`src/rtl/calculadora_sincrona_param.sv`:
```
// Parametrised accumulator calculator: ALU ops, shift-add multiplier, operand stack,
// status flags and a valid/ready command handshake.
module calculadora_sincrona_param #(
   parameter int WIDTH = 8,
   parameter int DEPTH = 4
) (
   input  logic             clk,
   input  logic             rst,
   input  logic [WIDTH-1:0] entrada,
   input  logic [3:0]       codigo,
   input  logic             valid_in,
   output logic             ready,
   output logic [WIDTH-1:0] saida,
   output logic             valid_out,
   output logic             busy,
   output logic             flag_z,
   output logic             flag_c,
   output logic             flag_v,
   output logic             erro
);
   localparam int OW = $clog2(DEPTH+1);
   localparam int AW = (DEPTH > 1) ? $clog2(DEPTH) : 1;
   localparam int CW = $clog2(WIDTH);

   localparam logic [3:0] OP_LOAD = 4'b0000, OP_ADD = 4'b0001, OP_SUB  = 4'b0010,
                          OP_READ = 4'b0011, OP_AND = 4'b0100, OP_OR   = 4'b0101,
                          OP_XOR  = 4'b0110, OP_MUL = 4'b0111, OP_PUSH = 4'b1000,
                          OP_POP  = 4'b1001, OP_CLR = 4'b1010;

   typedef enum logic {IDLE, MUL} state_t;

   state_t           state, state_n;
   logic [WIDTH-1:0] acc, acc_n, saida_n;
   logic [WIDTH-1:0] mcand, mcand_n, mplier, mplier_n, prod, prod_n;
   logic             z_n, c_n, v_n, vo_n, erro_n, push_en;
   logic [OW-1:0]    occ, occ_n;
   logic [CW-1:0]    cnt, cnt_n;
   logic [WIDTH-1:0] stack [DEPTH];
   logic [WIDTH:0]   sum, dif;
   logic [WIDTH-1:0] step;
   logic [AW-1:0]    wr_idx, top_idx;
   logic             full, empty;

   assign busy    = (state == MUL);
   assign ready   = !busy;
   assign sum     = {1'b0, acc} + {1'b0, entrada};
   // Extended subtraction: the top bit is the unsigned borrow.
   assign dif     = {1'b0, acc} - {1'b0, entrada};
   assign full    = (occ == OW'(DEPTH));
   assign empty   = (occ == '0);
   assign wr_idx  = AW'(occ);
   assign top_idx = AW'(occ - 1'b1);
   assign step    = mplier[0] ? mcand : '0;

   always_comb begin
      state_n  = state;
      acc_n    = acc;
      z_n      = flag_z;
      c_n      = flag_c;
      v_n      = flag_v;
      saida_n  = saida;
      vo_n     = 1'b0;
      erro_n   = 1'b0;
      occ_n    = occ;
      push_en  = 1'b0;
      cnt_n    = cnt;
      mcand_n  = mcand;
      mplier_n = mplier;
      prod_n   = prod;
      case (state)
         IDLE: if (valid_in) begin
            case (codigo)
               OP_LOAD: begin acc_n = entrada;       c_n = 1'b0; v_n = 1'b0; end
               OP_ADD: begin
                  acc_n = sum[WIDTH-1:0];
                  c_n   = sum[WIDTH];
                  v_n   = (acc[WIDTH-1] == entrada[WIDTH-1]) && (sum[WIDTH-1] != acc[WIDTH-1]);
               end
               OP_SUB: begin
                  acc_n = dif[WIDTH-1:0];
                  c_n   = dif[WIDTH];
                  v_n   = (acc[WIDTH-1] != entrada[WIDTH-1]) && (dif[WIDTH-1] != acc[WIDTH-1]);
               end
               OP_READ: begin saida_n = acc; vo_n = 1'b1; end
               OP_AND:  begin acc_n = acc & entrada; c_n = 1'b0; v_n = 1'b0; end
               OP_OR:   begin acc_n = acc | entrada; c_n = 1'b0; v_n = 1'b0; end
               OP_XOR:  begin acc_n = acc ^ entrada; c_n = 1'b0; v_n = 1'b0; end
               OP_MUL: begin
                  mcand_n = acc;
                  mplier_n = entrada;
                  prod_n  = '0;
                  cnt_n   = '0;
                  state_n = MUL;
               end
               OP_PUSH: begin
                  if (full) erro_n = 1'b1;
                  else begin push_en = 1'b1; occ_n = occ + 1'b1; end
               end
               OP_POP: begin
                  if (empty) erro_n = 1'b1;
                  else begin
                     acc_n = stack[top_idx];
                     occ_n = occ - 1'b1;
                     c_n   = 1'b0;
                     v_n   = 1'b0;
                  end
               end
               OP_CLR:  begin acc_n = '0; occ_n = '0; c_n = 1'b0; v_n = 1'b0; end
               default: erro_n = 1'b1;
            endcase
            // Z only follows real accumulator writes, so READ/PUSH/errors keep it.
            if (!erro_n && codigo != OP_READ && codigo != OP_PUSH && codigo != OP_MUL)
               z_n = (acc_n == '0);
         end
         MUL: begin
            prod_n   = prod + step;
            mcand_n  = mcand << 1;
            mplier_n = mplier >> 1;
            if (cnt == CW'(WIDTH-1)) begin
               acc_n   = prod_n;
               z_n     = (prod_n == '0);
               c_n     = 1'b0;
               v_n     = 1'b0;
               state_n = IDLE;
            end else begin
               cnt_n = cnt + 1'b1;
            end
         end
         default: state_n = IDLE;
      endcase
   end

   always_ff @(posedge clk or posedge rst) begin
      if (rst) begin
         state     <= IDLE;
         acc       <= '0;
         flag_z    <= 1'b0;
         flag_c    <= 1'b0;
         flag_v    <= 1'b0;
         saida     <= '0;
         valid_out <= 1'b0;
         erro      <= 1'b0;
         occ       <= '0;
         cnt       <= '0;
         mcand     <= '0;
         mplier    <= '0;
         prod      <= '0;
      end else begin
         state     <= state_n;
         acc       <= acc_n;
         flag_z    <= z_n;
         flag_c    <= c_n;
         flag_v    <= v_n;
         saida     <= saida_n;
         valid_out <= vo_n;
         erro      <= erro_n;
         occ       <= occ_n;
         cnt       <= cnt_n;
         mcand     <= mcand_n;
         mplier    <= mplier_n;
         prod      <= prod_n;
      end
   end

   // Stack contents beyond occupancy are don't-care, so no reset.
   always_ff @(posedge clk) begin
      if (push_en) stack[wr_idx] <= acc;
   end

endmodule

```
`config.mk`:
```
export PLATFORM = sky130hd
export DESIGN_NAME = calculadora_sincrona_param
export DESIGN_NICKNAME = d
export VERILOG_FILES = /design/src/rtl/calculadora_sincrona_param.sv
export SDC_FILE = /design/constraint.sdc
export NUM_CORES = 1
export LEC_CHECK = 0
export ABC_AREA = 1
export BUFFER_PORTS_ARGS = -buffer_cell sky130_fd_sc_hd__buf_2
export CORE_MARGIN = 2
export CORE_UTILIZATION = 51
export CTS_BUF_LIST = sky130_fd_sc_hd__clkbuf_8
export CTS_CLUSTER_SIZE = 8
export DETAILED_ROUTE_END_ITERATION = 8
export PLACE_DENSITY_LB_ADDON = 0.08
export SYNTH_ARGS = -nofsm -noshare
export SYNTH_HDL_FRONTEND = slang
export SYNTH_SLANG_ARGS = --single-unit
export TNS_END_PERCENT = 20
```
`constraint.sdc`:
```
create_clock -name clk -period 3.21 [get_ports clk]
set_input_delay 0.321 -clock clk [delete_from_list [all_inputs] [get_ports clk]]
set_output_delay 0.321 -clock clk [all_outputs]
set_load 0.03 [all_outputs]
```
==> impl_metrics.py, run 1 <==
metrics = {
    "run_status": {
        "outcome": "finished clean",
    },
    "routing": {
        "drt_first_iter_violations": 358,
        "drtAntennaViolNets": 0,
        "totalWireLength_um": 15200,
        "post-route-drc-count": 0,
        "wl_per_cell_um": 17.3,
        "drtPass1Iterations": 5,
        "avgViaCountPerCell": 5.56,
        "num_vias": 4863,
    },
    "die": {
        "ios": 30,
        "initial_utilization": 0.524,
        "core-area_um2": 10300,
        "die_area_um2": 11500,
        "dieHeight_um": 107,
        "fp.dieW_um": 107,
        "row_count": 37,
    },
    "clock_network": {
        "cts_htree_levels": 3,
        "root_buffer": "clkbuf_8",
        "post-cts-setup-buffers": 0,
        "clk_pin_slew_worst_paths_ns": 0.10,
        "ctsHoldBuffers": 0,
        "post_cts_resized": 0,
        "cts.sink_count": 84,
        "cts_tree": "built",
        "clk_latency_ns": 0.36,
        "numCtsBuffers": 9,
        "cts_buffer_depth": 2,
    },
    "critical_path": {
        "worst-path-max-fanout": 9,
        "worstPathArrival_ns": 2.93,
        "r2r_slack_ns": 0.58,
        "required_ns": 3.51,
        "rr_worst_depth": 15,
        "start_kind": "flop",
        "criticalPathCategory": "reg -> reg",
        "end_kind": "flop",
    },
    "timing": {
        "rsz0062_at_grt": "no",
        "clock.fmax_mhz": 381,
        "finalHoldViolations": 0,
        "setup_viol": 0,
        "worst_slew_pin_slew_ns": 0.873,
        "final-max-slew-violation-count": 0,
        "finalSetupTns_ns": 0,
        "fin_skew_ns": 0.0168,
        "slew-limit-headroom": 0.416,
        "worst_slack_ns": 0.584,
        "fin_crit_ns": 2.63,
        "finalCritPeriodShare": 0.818,
    },
    "logic_synthesis": {
        "synth.top_cell.area_share": 0.240,
        "synth_area_um2": 5410,
        "yosysMostFrequentCell": "nand2_1",
        "synthArstFlopShare": 0.619,
        "avgSynthCellArea_um2": 7.71,
        "syn-num-nets": 759,
        "synth_edf_count": 32,
        "synth_top_area_cell": "dfrtp_1",
        "yosysWarnings": 0,
        "synth_cell_type_count": 37,
        "synth_cells": 702,
        "synthTopCellsByArea": "dfrtp_1 (24%), edfxtp_1 (18%), nand2_1 (13%)",
        "yosysSeqAreaShare": 0.418,
        "ys_ff_latch": 84,
        "synthFlopType": "dfrtp_1",
        "synth_commonest_cells": "nand2_1 (188), inv_1 (86), nor2_1 (78)",
    },
    "pwr": {
        "powerDensity_nw_per_um2": 807,
        "finalPower_mw": 4.80,
        "leakage_nw": 3.01,
        "irDropWorstVdd_mv": 0.515,
    },
    "placed_design": {
        "dp.cells": 859,
        "io_buffers": 29,
        "gp_congestion": 0.994,
        "dpl_worst_slack_ns": 0.676,
        "post-dp-hpwl_um": 11700,
    },
    "run": {
        "cap_violations": 0,
    },
    "layout": {
        "fillers": 995,
        "finish.utilization": 0.576,
        "fin_cells": 875,
        "nNetsFinal": 791,
        "syn2layout_area_growth_pct": 9.89,
        "antenna_cells": 0,
        "layout-drive-gt1-share": 0.0988,
    },
    "global_routing": {
        "antenna_found_initial": 0,
        "gr-total-overflow": 0,
        "grt_max_degree": 53,
        "grt_pass1_wl_um": 23800,
        "grt_pass1_vias": 4518,
        "grt_usage": 0.277,
    },
    "min_path": {
        "hp-class": "in -> async",
    },
}
## report_power, final
| group | internal [mW] | switching, mW |
|---|---|---|
| combinational | 0.737 | 1.54 |
| sequential | 1.42 | 0.242 |
| clock | 0.445 | 0.420 |
| total | 2.60 | 2.20 |
## critical path: stages, from the launching register on
cell	delay (ns)
dfrtp_1	0.52
inv_1	0.18
ha_1	0.24
fa_1	0.42
xor2_1	0.16
nand2_1	0.07
nand3_1	0.06
nor2_1	0.19
nand3_1	0.17
nor2_1	0.17
nand3_1	0.08
nor2_1	0.09
nand2_1	0.06
nand2_1	0.05
nand2_1	0.05
nand2_1	0.05
## layout make-up
type	count	area, um2	area share
clock buffer	9	124	0.0208
inverter	92	345	0.0580
multi-input combinational	508	2730	0.458
timing repair buffer	39	220	0.0370
sequential	84	2260	0.380
tap	136	170	0.0286
clock inverter	7	100	0.0168
## logic make-up (layout without fill, tap and decap cells)
group | count (synthesis) | after routing | share of synthesized area
AO/OA/AOI/OAI | 97 | 97 | 0.105
XOR/XNOR | 8 | 8 | 0.0129
adder cells (fa/ha/maj) | 42 | 42 | 0.101
buffers and inverters | 110 | 147 | 0.0783
flip-flops | 84 | 84 | 0.418
AND/OR/NAND/NOR | 361 | 361 | 0.284
## worst paths after layout
check,from,to
max,acc[0]$_DFFE_PP0P_,flag_z$_DFFE_PP0P_
min,rst,saida[2]$_DFFE_PP0P_
max reg2reg,acc[0]$_DFFE_PP0P_,flag_z$_DFFE_PP0P_
min reg2reg,flag_c$_DFFE_PP0P_,flag_c$_DFFE_PP0P_
max in group asynchronous,rst,mcand[1]$_DFFE_PP0P_
min in group clk,entrada[2],mplier[2]$_DFFE_PP0P_
## routing by layer
metal  GRT usage  wire length, um  vias to the layer above  share of wire
li1            -                -                     2361              -
met1       0.387             6750                     2306           0.45
met2       0.431             7020                      162           0.46
met3      0.0462              962                       34          0.063
met4       0.108              431                        0          0.028
met5           0                0                        -              0
## registers in the layout, summed over array words and instances, names as in the netlist
| name | count |
|---|---|
| valid_out | 1 |
| flag_z | 1 |
| occ | 3 |
| saida | 8 |
| mplier | 8 |
| cnt | 3 |
| flag_v | 1 |
| stack | 32 |
| prod | 8 |
| erro | 1 |
| flag_c | 1 |
| busy | 1 |
| acc | 8 |
| mcand | 8 |
## through the flow
| step | hold WS, ns | area [um2] |
|---|---|---|
| floorplan | 0.448 | 5410 |
| global placement | 0.462 | 5730 |
| detailed placement | 0.473 | 5730 |
| CTS | 0.140 | 5950 |
| global route | 0.183 | 5950 |
| finish | 0.116 | 5950 |
## cells in the final DEF (no fill, tap or decap), types with 10 or more instances in the layout
master	n
a21oi_1	23
buf_2	29
buf_4	10
dfrtp_1	52
edfxtp_1	32
ha_1	39
inv_1	86
nand2_1	188
nand3_1	69
nor2_1	78
o21ai_0	44
No activity file was read; power rests on OpenSTA's default activity.
==> run 2, diff against run 1 <==
Clock period 3.21 ns to 2.3 ns, I/O delays scaled along.
==> impl_metrics.py, run 2 (same netlist as run 1, synthesis figures left out) <==
metrics = {
    "run_status": {
        "outcome": "finished clean",
    },
    "timing": {
        "finalCritPeriodShare": 0.961,
        "worst_slew_pin_slew_ns": 0.550,
        "clock.fmax_mhz": 453,
        "finalHoldViolations": 0,
        "setup_viol": 0,
        "final-max-slew-violation-count": 0,
        "worst_slack_ns": 0.0905,
        "rsz0062_at_grt": "yes",
        "fin_skew_ns": 0.0158,
        "fin_crit_ns": 2.21,
        "slew-limit-headroom": 0.633,
        "finalSetupTns_ns": 0,
        "fin_hold_ws_ns": 0.155,
    },
    "min_path": {
        "hold_depth": 3,
        "hp-class": "in -> reg",
        "whs_endpoint": "mplier[2]$_DFFE_PP0P_",
        "min_from": "entrada[2]",
    },
    "global_routing": {
        "grt_usage": 0.291,
        "gr-total-overflow": 0,
        "grt_pass1_vias": 4669,
        "use_met2": 0.453,
        "grt_use_met1": 0.404,
        "grt_max_degree": 37,
        "antenna_found_initial": 0,
        "top_usage_layer": "met2",
        "grt_pass1_wl_um": 25100,
        "met3_usage": 0.0523,
    },
    "die": {
        "initial_utilization": 0.524,
        "die_area_um2": 11500,
        "core-area_um2": 10300,
        "fp.dieW_um": 107,
        "ios": 30,
        "dieHeight_um": 107,
        "row_count": 37,
    },
    "critical_path": {
        "r2r_slack_ns": 0.09,
        "cp_slowest_stage_delay_ns": 0.40,
        "crit_family": "simple AND/OR/NAND/NOR gates",
        "crit_path_top_delay_cell": "ha_2",
        "criticalPathCategory": "reg -> reg",
        "critical_path.reg2reg.endpoint": "flag_z$_DFFE_PP0P_",
        "cp_common_cell": "nand2_1",
        "worst-path-max-fanout": 6,
        "r2r-start": "acc[2]$_DFFE_PP0P_",
        "end_kind": "flop",
        "rr_worst_depth": 17,
        "start_kind": "flop",
        "required_ns": 2.56,
        "crit_chain": "inv_1 -> ha_2 -> inv_1 -> a21oi_1 -> nand2_1 -> nand2_1 -> nand2_1 -> nand2_1 -> nand3_1 -> nand3_1 -> nand2_1 -> nand2_1 -> nor2_1 -> nand2_1 -> nand2_1 -> nand2_1 -> nand2_1",
        "path_buf_inv": 2,
        "worstPathArrival_ns": 2.47,
    },
    "layout": {
        "final_common_cell": "nand2_1",
        "final_area_um2": 6320,
        "largest_reg_flops": 32,
        "mostFrequentLayoutCells": "nand2_1 (186), inv_1 (84), nor2_1 (77)",
        "nNetsFinal": 834,
        "syn2layout_area_growth_pct": 16.8,
        "fillers": 940,
        "layout-drive-gt1-share": 0.171,
        "fin_cells": 918,
        "regMostFlops": "stack",
        "antenna_cells": 0,
    },
    "placed_design": {
        "dp.cells": 895,
        "gp_congestion": 0.997,
        "dpl_cell_area_um2": 6000,
        "io_buffers": 29,
        "dpl_worst_slack_ns": 0.0435,
        "post-dp-hpwl_um": 12200,
    },
    "clock_network": {
        "numCtsBuffers": 9,
        "root_buffer": "clkbuf_8",
        "clk_latency_ns": 0.37,
        "cts_tree": "built",
        "cts_htree_levels": 3,
        "cts.sink_count": 84,
        "clk_pin_slew_worst_paths_ns": 0.10,
        "cts_buffer_depth": 2,
    },
    "routing": {
        "totalWireLength_um": 15900,
        "drt_first_iter_violations": 338,
        "drtPass1Iterations": 5,
        "num_vias": 5021,
        "avgViaCountPerCell": 5.47,
        "wl_per_cell_um": 17.3,
        "post-route-drc-count": 0,
        "drtAntennaViolNets": 0,
    },
    "run": {
        "cap_violations": 0,
    },
    "pwr": {
        "irDropWorstVdd_mv": 0.804,
        "leakage_nw": 3.21,
        "powerDensity_nw_per_um2": 1130,
    },
}
[run 2: cell count changes in the layout (fill, tap and decap cells not counted), moves of 2 or more]
cell,delta
ha_4,+2
dfrtp_1,-2
nand2_1,-2
buf_4,+41
fa_1,-3
ha_1,-7
o21ai_1,+2
fa_2,+3
inv_1,-2
nand2_2,+2
dfrtp_2,+2
o21ai_0,-2
ha_2,+5
[run 2: area by class of cell]
cell class / count / area [um2] / area share
inverters: 92 / 345 / 0.0546
repair buffers: 82 / 543 / 0.0859
clock buffers: 9 / 124 / 0.0196
flip-flops and latches: 84 / 2260 / 0.358
well taps: 136 / 170 / 0.0269
multi-input cells: 508 / 2800 / 0.442
clock inverters: 7 / 80.1 / 0.0127
[run 2: worst max-delay path by stage]
| stage | start | endpoint | slack (ns) | cells after the start |
|---|---|---|---|---|
| 2_1_floorplan | occ[0]$_DFFE_PP0P_ | flag_z$_DFFE_PP0P_ | 0.05 | 17 |
| 3_3_place_gp | acc[0]$_DFFE_PP0P_ | flag_z$_DFFE_PP0P_ | 0.04 | 15 |
| 3_5_place_dp | acc[1]$_DFFE_PP0P_ | acc[4]$_DFFE_PP0P_ | 0.04 | 11 |
| 4_1_cts | acc[1]$_DFFE_PP0P_ | acc[4]$_DFFE_PP0P_ | 0.02 | 11 |
| 5_1_grt | acc[0]$_DFFE_PP0P_ | flag_z$_DFFE_PP0P_ | -0.03 | 14 |
| 6_report | acc[2]$_DFFE_PP0P_ | flag_z$_DFFE_PP0P_ | 0.09 | 17 |
[run 2: power by group]
group | internal, mW | switching [mW] | total [mW]
Sequential | 1.99 | 0.216 | 2.20
Combinational | 1.36 | 2.45 | 3.81
Clock | 0.517 | 0.599 | 1.12
Total | 3.86 | 3.26 | 7.12
[run 2: metrics by stage]
step	util	power, mW
floorplan	-	4.52
global placement	0.581	5.78
detailed placement	0.581	5.85
CTS	0.602	6.98
global route	0.613	7.66
finish	0.613	7.12
[run 2: layer usage]
metal | share of wire | up-vias
li1 | - | 2450
met1 | 0.44 | 2360
met2 | 0.47 | 170
met3 | 0.064 | 41
met4 | 0.030 | 0
met5 | 0 | -
[run 2: worst register-to-register path, cell delays in order (launching register included)]
cell and delay, ns:
dfrtp_1 0.38, inv_1 0.07, ha_2 0.40, inv_1 0.09, a21oi_1 0.18, nand2_1 0.11
nand2_1 0.11, nand2_1 0.07, nand2_1 0.07, nand3_1 0.07, nand3_1 0.12, nand2_1 0.12
nand2_1 0.08, nor2_1 0.04, nand2_1 0.06, nand2_1 0.05, nand2_1 0.05, nand2_1 0.04
[run 2: repair_timing]
item | CTS | global route
buffers inserted | 0 | 6
resized for setup | 0 | 26
hold buffers | 1 | 0
endpoints found under the hold margin | 11 | 0
endpoints found under the setup margin | 0 | 6
